$ cat src/rtl/storage_port_arbiter.sv
// Two-requester arbiter for a single-port storage SRAM.
// Management core reads/writes, housekeeping reads; round-robin grants.
module storage_port_arbiter #(
  parameter int AW     = 8,
  parameter int DW     = 32,
  parameter int RD_LAT = 1
) (
  input  logic            clk,
  input  logic            reset,
  input  logic            mgmt_req,
  input  logic            mgmt_wen,
  input  logic [DW/8-1:0] mgmt_wen_mask,
  input  logic [AW-1:0]   mgmt_addr,
  input  logic [DW-1:0]   mgmt_wdata,
  output logic            mgmt_ack,
  output logic [DW-1:0]   mgmt_rdata,
  input  logic            hk_req,
  input  logic [AW-1:0]   hk_addr,
  output logic            hk_ack,
  output logic [DW-1:0]   hk_rdata,
  output logic            sram_ena,
  output logic            sram_wen,
  output logic [DW/8-1:0] sram_wen_mask,
  output logic [AW-1:0]   sram_addr,
  output logic [DW-1:0]   sram_wdata,
  input  logic [DW-1:0]   sram_rdata,
  output logic            busy
);

  localparam int MW = DW / 8;
  localparam int CW = 2;

  typedef enum logic [1:0] {
    S_IDLE,
    S_ISSUE,
    S_WAIT,
    S_ACK
  } state_t;

  state_t         r_state;
  state_t         w_next;
  logic           r_last_b;
  logic           r_win_b;
  logic           r_is_wr;
  logic [CW-1:0]  r_cnt;
  logic           w_any;
  logic           w_grant_b;
  logic           w_to_ack;

  // hk wins when alone, or when both ask and A had the last grant
  always_comb begin
    w_any     = mgmt_req | hk_req;
    w_grant_b = hk_req & (~mgmt_req | ~r_last_b);
    w_next    = r_state;
    w_to_ack  = 1'b0;
    unique case (r_state)
      S_IDLE: begin
        if (w_any) w_next = S_ISSUE;
      end
      S_ISSUE: begin
        if (RD_LAT > 1) begin
          w_next = S_WAIT;
        end else begin
          w_next   = S_ACK;
          w_to_ack = 1'b1;
        end
      end
      S_WAIT: begin
        if (r_cnt <= CW'(1)) begin
          w_next   = S_ACK;
          w_to_ack = 1'b1;
        end
      end
      S_ACK: begin
        w_next = S_IDLE;
      end
      default: begin
        w_next = S_IDLE;
      end
    endcase
  end

  always_ff @(posedge clk or posedge reset) begin
    if (reset) begin
      r_state <= S_IDLE;
    end else begin
      r_state <= w_next;
    end
  end

  always_ff @(posedge clk or posedge reset) begin
    if (reset) begin
      r_last_b      <= 1'b0;
      r_win_b       <= 1'b0;
      r_is_wr       <= 1'b0;
      r_cnt         <= '0;
      sram_ena      <= 1'b0;
      sram_wen      <= 1'b0;
      sram_wen_mask <= '0;
      sram_addr     <= '0;
      sram_wdata    <= '0;
      mgmt_ack      <= 1'b0;
      mgmt_rdata    <= '0;
      hk_ack        <= 1'b0;
      hk_rdata      <= '0;
      busy          <= 1'b0;
    end else begin
      busy     <= (w_next != S_IDLE);
      mgmt_ack <= w_to_ack & ~r_win_b;
      hk_ack   <= w_to_ack & r_win_b;
      if (w_to_ack && r_win_b) hk_rdata <= sram_rdata;
      if (w_to_ack && !r_win_b && !r_is_wr) mgmt_rdata <= sram_rdata;

      if (r_state == S_IDLE && w_any) begin
        r_last_b <= w_grant_b;
        r_win_b  <= w_grant_b;
        r_is_wr  <= ~w_grant_b & mgmt_wen;
        sram_ena <= 1'b1;
        if (w_grant_b) begin
          sram_wen      <= 1'b0;
          sram_wen_mask <= '0;
          sram_addr     <= hk_addr;
          sram_wdata    <= '0;
        end else begin
          sram_wen      <= mgmt_wen;
          sram_wen_mask <= mgmt_wen_mask;
          sram_addr     <= mgmt_addr;
          sram_wdata    <= mgmt_wdata;
        end
      end else begin
        sram_ena      <= 1'b0;
        sram_wen      <= 1'b0;
        sram_wen_mask <= {MW{1'b0}};
        sram_addr     <= '0;
        sram_wdata    <= '0;
      end

      if (r_state == S_ISSUE) begin
        r_cnt <= CW'(RD_LAT - 1);
      end else if (r_state == S_WAIT) begin
        r_cnt <= r_cnt - 1'b1;
      end
    end
  end

endmodule

$ cat config.mk
export PLATFORM = sky130hd
export DESIGN_NAME = storage_port_arbiter
export DESIGN_NICKNAME = d
export VERILOG_FILES = /design/src/rtl/storage_port_arbiter.sv
export SDC_FILE = /design/constraint.sdc
export NUM_CORES = 1
export LEC_CHECK = 0
export CAP_MARGIN = 20
export CORE_UTILIZATION = 45
export DETAILED_ROUTE_END_ITERATION = 8
export PLACE_DENSITY_LB_ADDON = 0.3
export SYNTH_ARGS = -nofsm -noshare
export SYNTH_HDL_FRONTEND = slang
export SYNTH_SLANG_ARGS = --single-unit
$ cat constraint.sdc
create_clock -name clk -period 7 [get_ports clk]
set_input_delay 1.05 -clock clk [delete_from_list [all_inputs] [get_ports clk]]
set_output_delay 1.05 -clock clk [all_outputs]
set_load 0.02 [all_outputs]
==> qor_table.md <==
| Group | Quantity | Reported |
|---|---|---|
| die | Initial Util | 46.1% |
| run status | Run status | finished clean |
| final layout | Final core utilization | 74.5% |
| synthesis | Avg Cell Area, Syn | 15.4 sq um |
| placed design | Area post-placement | 6610 sq um |
| clocking | TritonCTS clock tree | built |
| worst setup path | Kind of start point of the critical path | flip-flop |
| die | Number of top-level pins | 202 |
| worst setup path | Data required time of the worst path | 7.38 ns |
| clocking | Count of instances resized after the clock tree is built | 0 |
| final layout | Net count, final | 598 |
| synthesis | Count of unique library cells instantiated by Yosys | 25 |
| clocking | Skew-Pair Late Insertion Delay | 0.50 ns |
| synthesis | Synthesized flop and latch total | 119 |
| placed design | RD Place Congestion | 0.722 |
| worst setup path | CP arrival | 3.01 ns |
| drt | Starting DRC count in detailed routing | 33 |
| grt | Vias in the first global route | 3204 |
| clocking | Sink Count | 119 |
| timing | Relative slew margins | 47.3% |
| clocking | Buffers from clock root to sink, at most | 2 |
| clocking | Root cell of the clock tree | sky130_fd_sc_hd__clkbuf_8 |
| worst setup path | Worst reg-to-reg path cell count | 7 |
| synthesis | Synth Net Count | 385 |
| min path | Class of the worst hold path | reg -> reg |
| worst setup path | Worst-path maximum fanout | 17 |
| placed design | Buffers on Ports | 201 |
| timing | Max Fclk | 0.381 GHz |
| placed design | Placed cell count | 617 |
| final layout | Post-route cell area | 7250 sq um |
| drt | Number of search-and-repair iterations in the first detailed-routing pass | 4 |
| timing | Maximum clock skew at final layout | 0.0124 ns |
| grt | Wire length of the first global-routing pass | 15800 um |
| power | Power per cell area | 485 nW/um^2 |
| timing | Max Transition Viols Final | 0 |
| synthesis | Yosys warning count | 0 |
| grt | Number of antenna violations at the first check in global routing | 0 |
| die | Core Region | 9730 sq um |
| clocking | Quantity of hold-fixing buffers added after cts | 0 |
| drt | Via-per-instance ratio | 4.72 |
| final layout | Proportion of layout cells with a drive suffix above 1 | 20.2% |
| final layout | Count of antenna diodes in the layout | 0 |
| worst setup path | Endpoint class of the critical path | flip-flop |
| clocking | Post-CTS clock slew at the launch and capture registers of the worst setup and hold paths | 0.06 ns |
| worst setup path | Critical path class | reg -> reg |
| placed design | Place WS | 4.03 ns |
| timing | Unrepaired setup endpoints after global routing | no |
| clocking | Number of buffers added for setup after CTS | 0 |
| final layout | Cell Count, Final, Fillers Out | 649 |
| worst setup path | Capturing point of the worst reg2reg path | hk_rdata[4]$_DFFE_PP0P_ |
| min path | Hold path startpoint | mgmt_rdata[0]$_DFFE_PP0P_ |
| run | Max-cap viol count | 0 |
| timing | PnR worst setup slack | 4.37 ns |
| drt | WL final | 10300 um |
| grt | Pin count of the biggest net entering global routing | 63 |
| timing | Final hold vios | 0 |
| die | Site row count | 36 |
| timing | Post-route setup TNS | 0 ns |
| timing | Transition at the pin with the smallest max-transition slack | 0.785 ns |
| final layout | Post-synthesis to final-layout area growth | 61.5% |
| clocking | Num CTS Buffers | 17 |
| timing | Final period utilization | 37.5% |
| worst setup path | Minimum setup slack among reg-to-reg paths | 4.37 ns |
| grt | Combined global-route utilization of all metal layers | 20.7% |
| power | Worst vdd rail ir drop | 241 uV |
| die | Die Wd | 102 um |
| synthesis | Area of the mapped netlist | 4490 sq um |
| clocking | Max H-tree Level | 4 |
| drt | Routed WL per cell | 15.9 um |
| die | Area of the die | 10400 sq um |
| drt | Via Count | 3065 |
| min path | Depth of the worst hold-timing path | 1 |
| drt | Post-detailed-route DRC marker count | 0 |
| min path | Worst hold path endpoint | mgmt_rdata[0]$_DFFE_PP0P_ |
| synthesis | Sequential area share after synthesis | 66.3% |
| synthesis | Mapped Cells | 291 |
| power | Leak pwr | 3.27 nW |
| placed design | Detailed-placement wirelength estimate | 7080 um |
| timing | Final min period | 2.63 ns |
| worst setup path | Worst r2r src | r_state[0]$_DFF_PP0_ |
| die | Vertical die dimension | 102 um |
| timing | Final setup violating endpoints | 0 |
| drt | Antenna Violating Nets Remaining | 0 |
| grt | Remaining global-route overflow | 0 |
-- metrics by stage --
stage,hold WS [ns],total power [mW]
after global placement,0.475,2.57
after detailed placement,0.487,2.62
after floorplan,0.511,2.00
final,0.499,3.52
after global routing,0.512,3.69
after CTS,0.504,3.55
-- area by class of cell --
class / instances / area [sq um]
clock buffer: 18 / 428
clock inverter: 13 / 198
fill: 669 / 2480
inverter: 7 / 28.8
multi-input combinational: 154 / 1380
sequential: 119 / 2980
tap: 133 / 166
timing repair buffer: 205 / 2070
-- worst max-delay path, cell delays in order (launching register included) --
cell                       delay [ns]
sky130_fd_sc_hd__dfrtp_1         0.38
sky130_fd_sc_hd__inv_1           0.10
sky130_fd_sc_hd__ha_1            0.41
sky130_fd_sc_hd__and2_1          0.19
sky130_fd_sc_hd__a31oi_2         0.24
sky130_fd_sc_hd__nand2b_2        0.60
sky130_fd_sc_hd__buf_16          0.25
sky130_fd_sc_hd__mux2_4          0.32
-- metal layers --
| metal | share of wire, % | track usage [%] |
|---|---|---|
| met1 | 38 | 22.4 |
| met2 | 52 | 35.3 |
| met3 | 8.2 | 8.07 |
| met4 | 2.3 | 10.7 |
| met5 | 0 | 0 |
-- Yosys cell counts --
library cell               instances  area [sq um]
sky130_fd_sc_hd__nor3_1            1          5.00
sky130_fd_sc_hd__ha_1              5          62.6
sky130_fd_sc_hd__o21ai_1           1          5.00
sky130_fd_sc_hd__a21oi_1          10          50.1
sky130_fd_sc_hd__and2_1           39           244
sky130_fd_sc_hd__a21o_1            1          7.51
sky130_fd_sc_hd__buf_6             1          11.3
sky130_fd_sc_hd__nand3b_1          1          7.51
sky130_fd_sc_hd__dfrtp_1         119          2980
sky130_fd_sc_hd__inv_1             7          26.3
sky130_fd_sc_hd__nand2_1          19          71.3
sky130_fd_sc_hd__mux2_2           34           383
sky130_fd_sc_hd__a31oi_1           1          6.26
sky130_fd_sc_hd__or2_2             1          6.26
sky130_fd_sc_hd__mux2_1            2          22.5
sky130_fd_sc_hd__o21ai_0           2          10.0
sky130_fd_sc_hd__a31oi_2           1          12.5
sky130_fd_sc_hd__a22oi_1           1          7.51
sky130_fd_sc_hd__clkbuf_1          4          15.0
sky130_fd_sc_hd__nand2b_1          2          12.5
sky130_fd_sc_hd__nor2_1            3          11.3
sky130_fd_sc_hd__mux2_4           29           435
sky130_fd_sc_hd__buf_12            3          60.1
sky130_fd_sc_hd__nor3_4            1          16.3
sky130_fd_sc_hd__buf_4             3          22.5
-- cell families (layout without fill, tap and decap cells) --
group | Yosys count | after routing | share of synthesized area, %
AOI/OAI and AO/OA | 17 | 17 | 2.20
muxes | 65 | 65 | 18.7
buffers and inverters | 18 | 243 | 3.01
DFF | 119 | 119 | 66.3
and+or+nand+nor | 67 | 67 | 8.33
adders and majority gates | 5 | 5 | 1.39
-- where the power goes --
group          switching (mW)  leakage [nW]  internal (mW)
Combinational           0.692          1.49          0.841
Sequential              0.134          1.49          0.949
Clock                   0.309         0.296          0.591
Total                    1.14          3.27           2.38
-- cell usage in the layout, fill, tap and decap left out, types with 3 or more instances in the layout --
cell type,synthesis,routed
sky130_fd_sc_hd__clkdlybuf4s50_1,0,201
sky130_fd_sc_hd__a21oi_1,10,9
sky130_fd_sc_hd__mux2_4,29,29
sky130_fd_sc_hd__bufinv_16,0,4
sky130_fd_sc_hd__clkbuf_16,0,16
sky130_fd_sc_hd__clkinvlp_4,0,3
sky130_fd_sc_hd__nand2_1,19,19
sky130_fd_sc_hd__dfrtp_1,119,119
sky130_fd_sc_hd__nor2_1,3,3
sky130_fd_sc_hd__clkinv_4,0,4
sky130_fd_sc_hd__and2_1,39,39
sky130_fd_sc_hd__ha_1,5,5
sky130_fd_sc_hd__inv_1,7,6
sky130_fd_sc_hd__mux2_2,34,34
-- how the worst max path moves through the flow --
stage	startpoint	end	slack, ns	depth (start not counted)
after floorplan	reset	busy$_DFF_PP0_	2.79	1
after global placement	mgmt_req	r_is_wr$_DFFE_PP0P_	4.13	5
after detailed placement	mgmt_req	r_is_wr$_DFFE_PP0P_	4.03	5
after CTS	r_state[0]$_DFF_PP0_	hk_rdata[4]$_DFFE_PP0P_	4.34	7
after global routing	r_state[0]$_DFF_PP0_	hk_rdata[4]$_DFFE_PP0P_	4.22	7
final	r_state[0]$_DFF_PP0_	hk_rdata[4]$_DFFE_PP0P_	4.37	7
-- state kept, by name, summed over array words and instances, names as in the netlist, 2 cells and up --
name	count
mgmt_rdata	32
sram_addr	8
r_cnt	2
r_state	2
hk_rdata	32
sram_wen_mask	4
sram_wdata	32
Power figures use the tool's default switching activity.
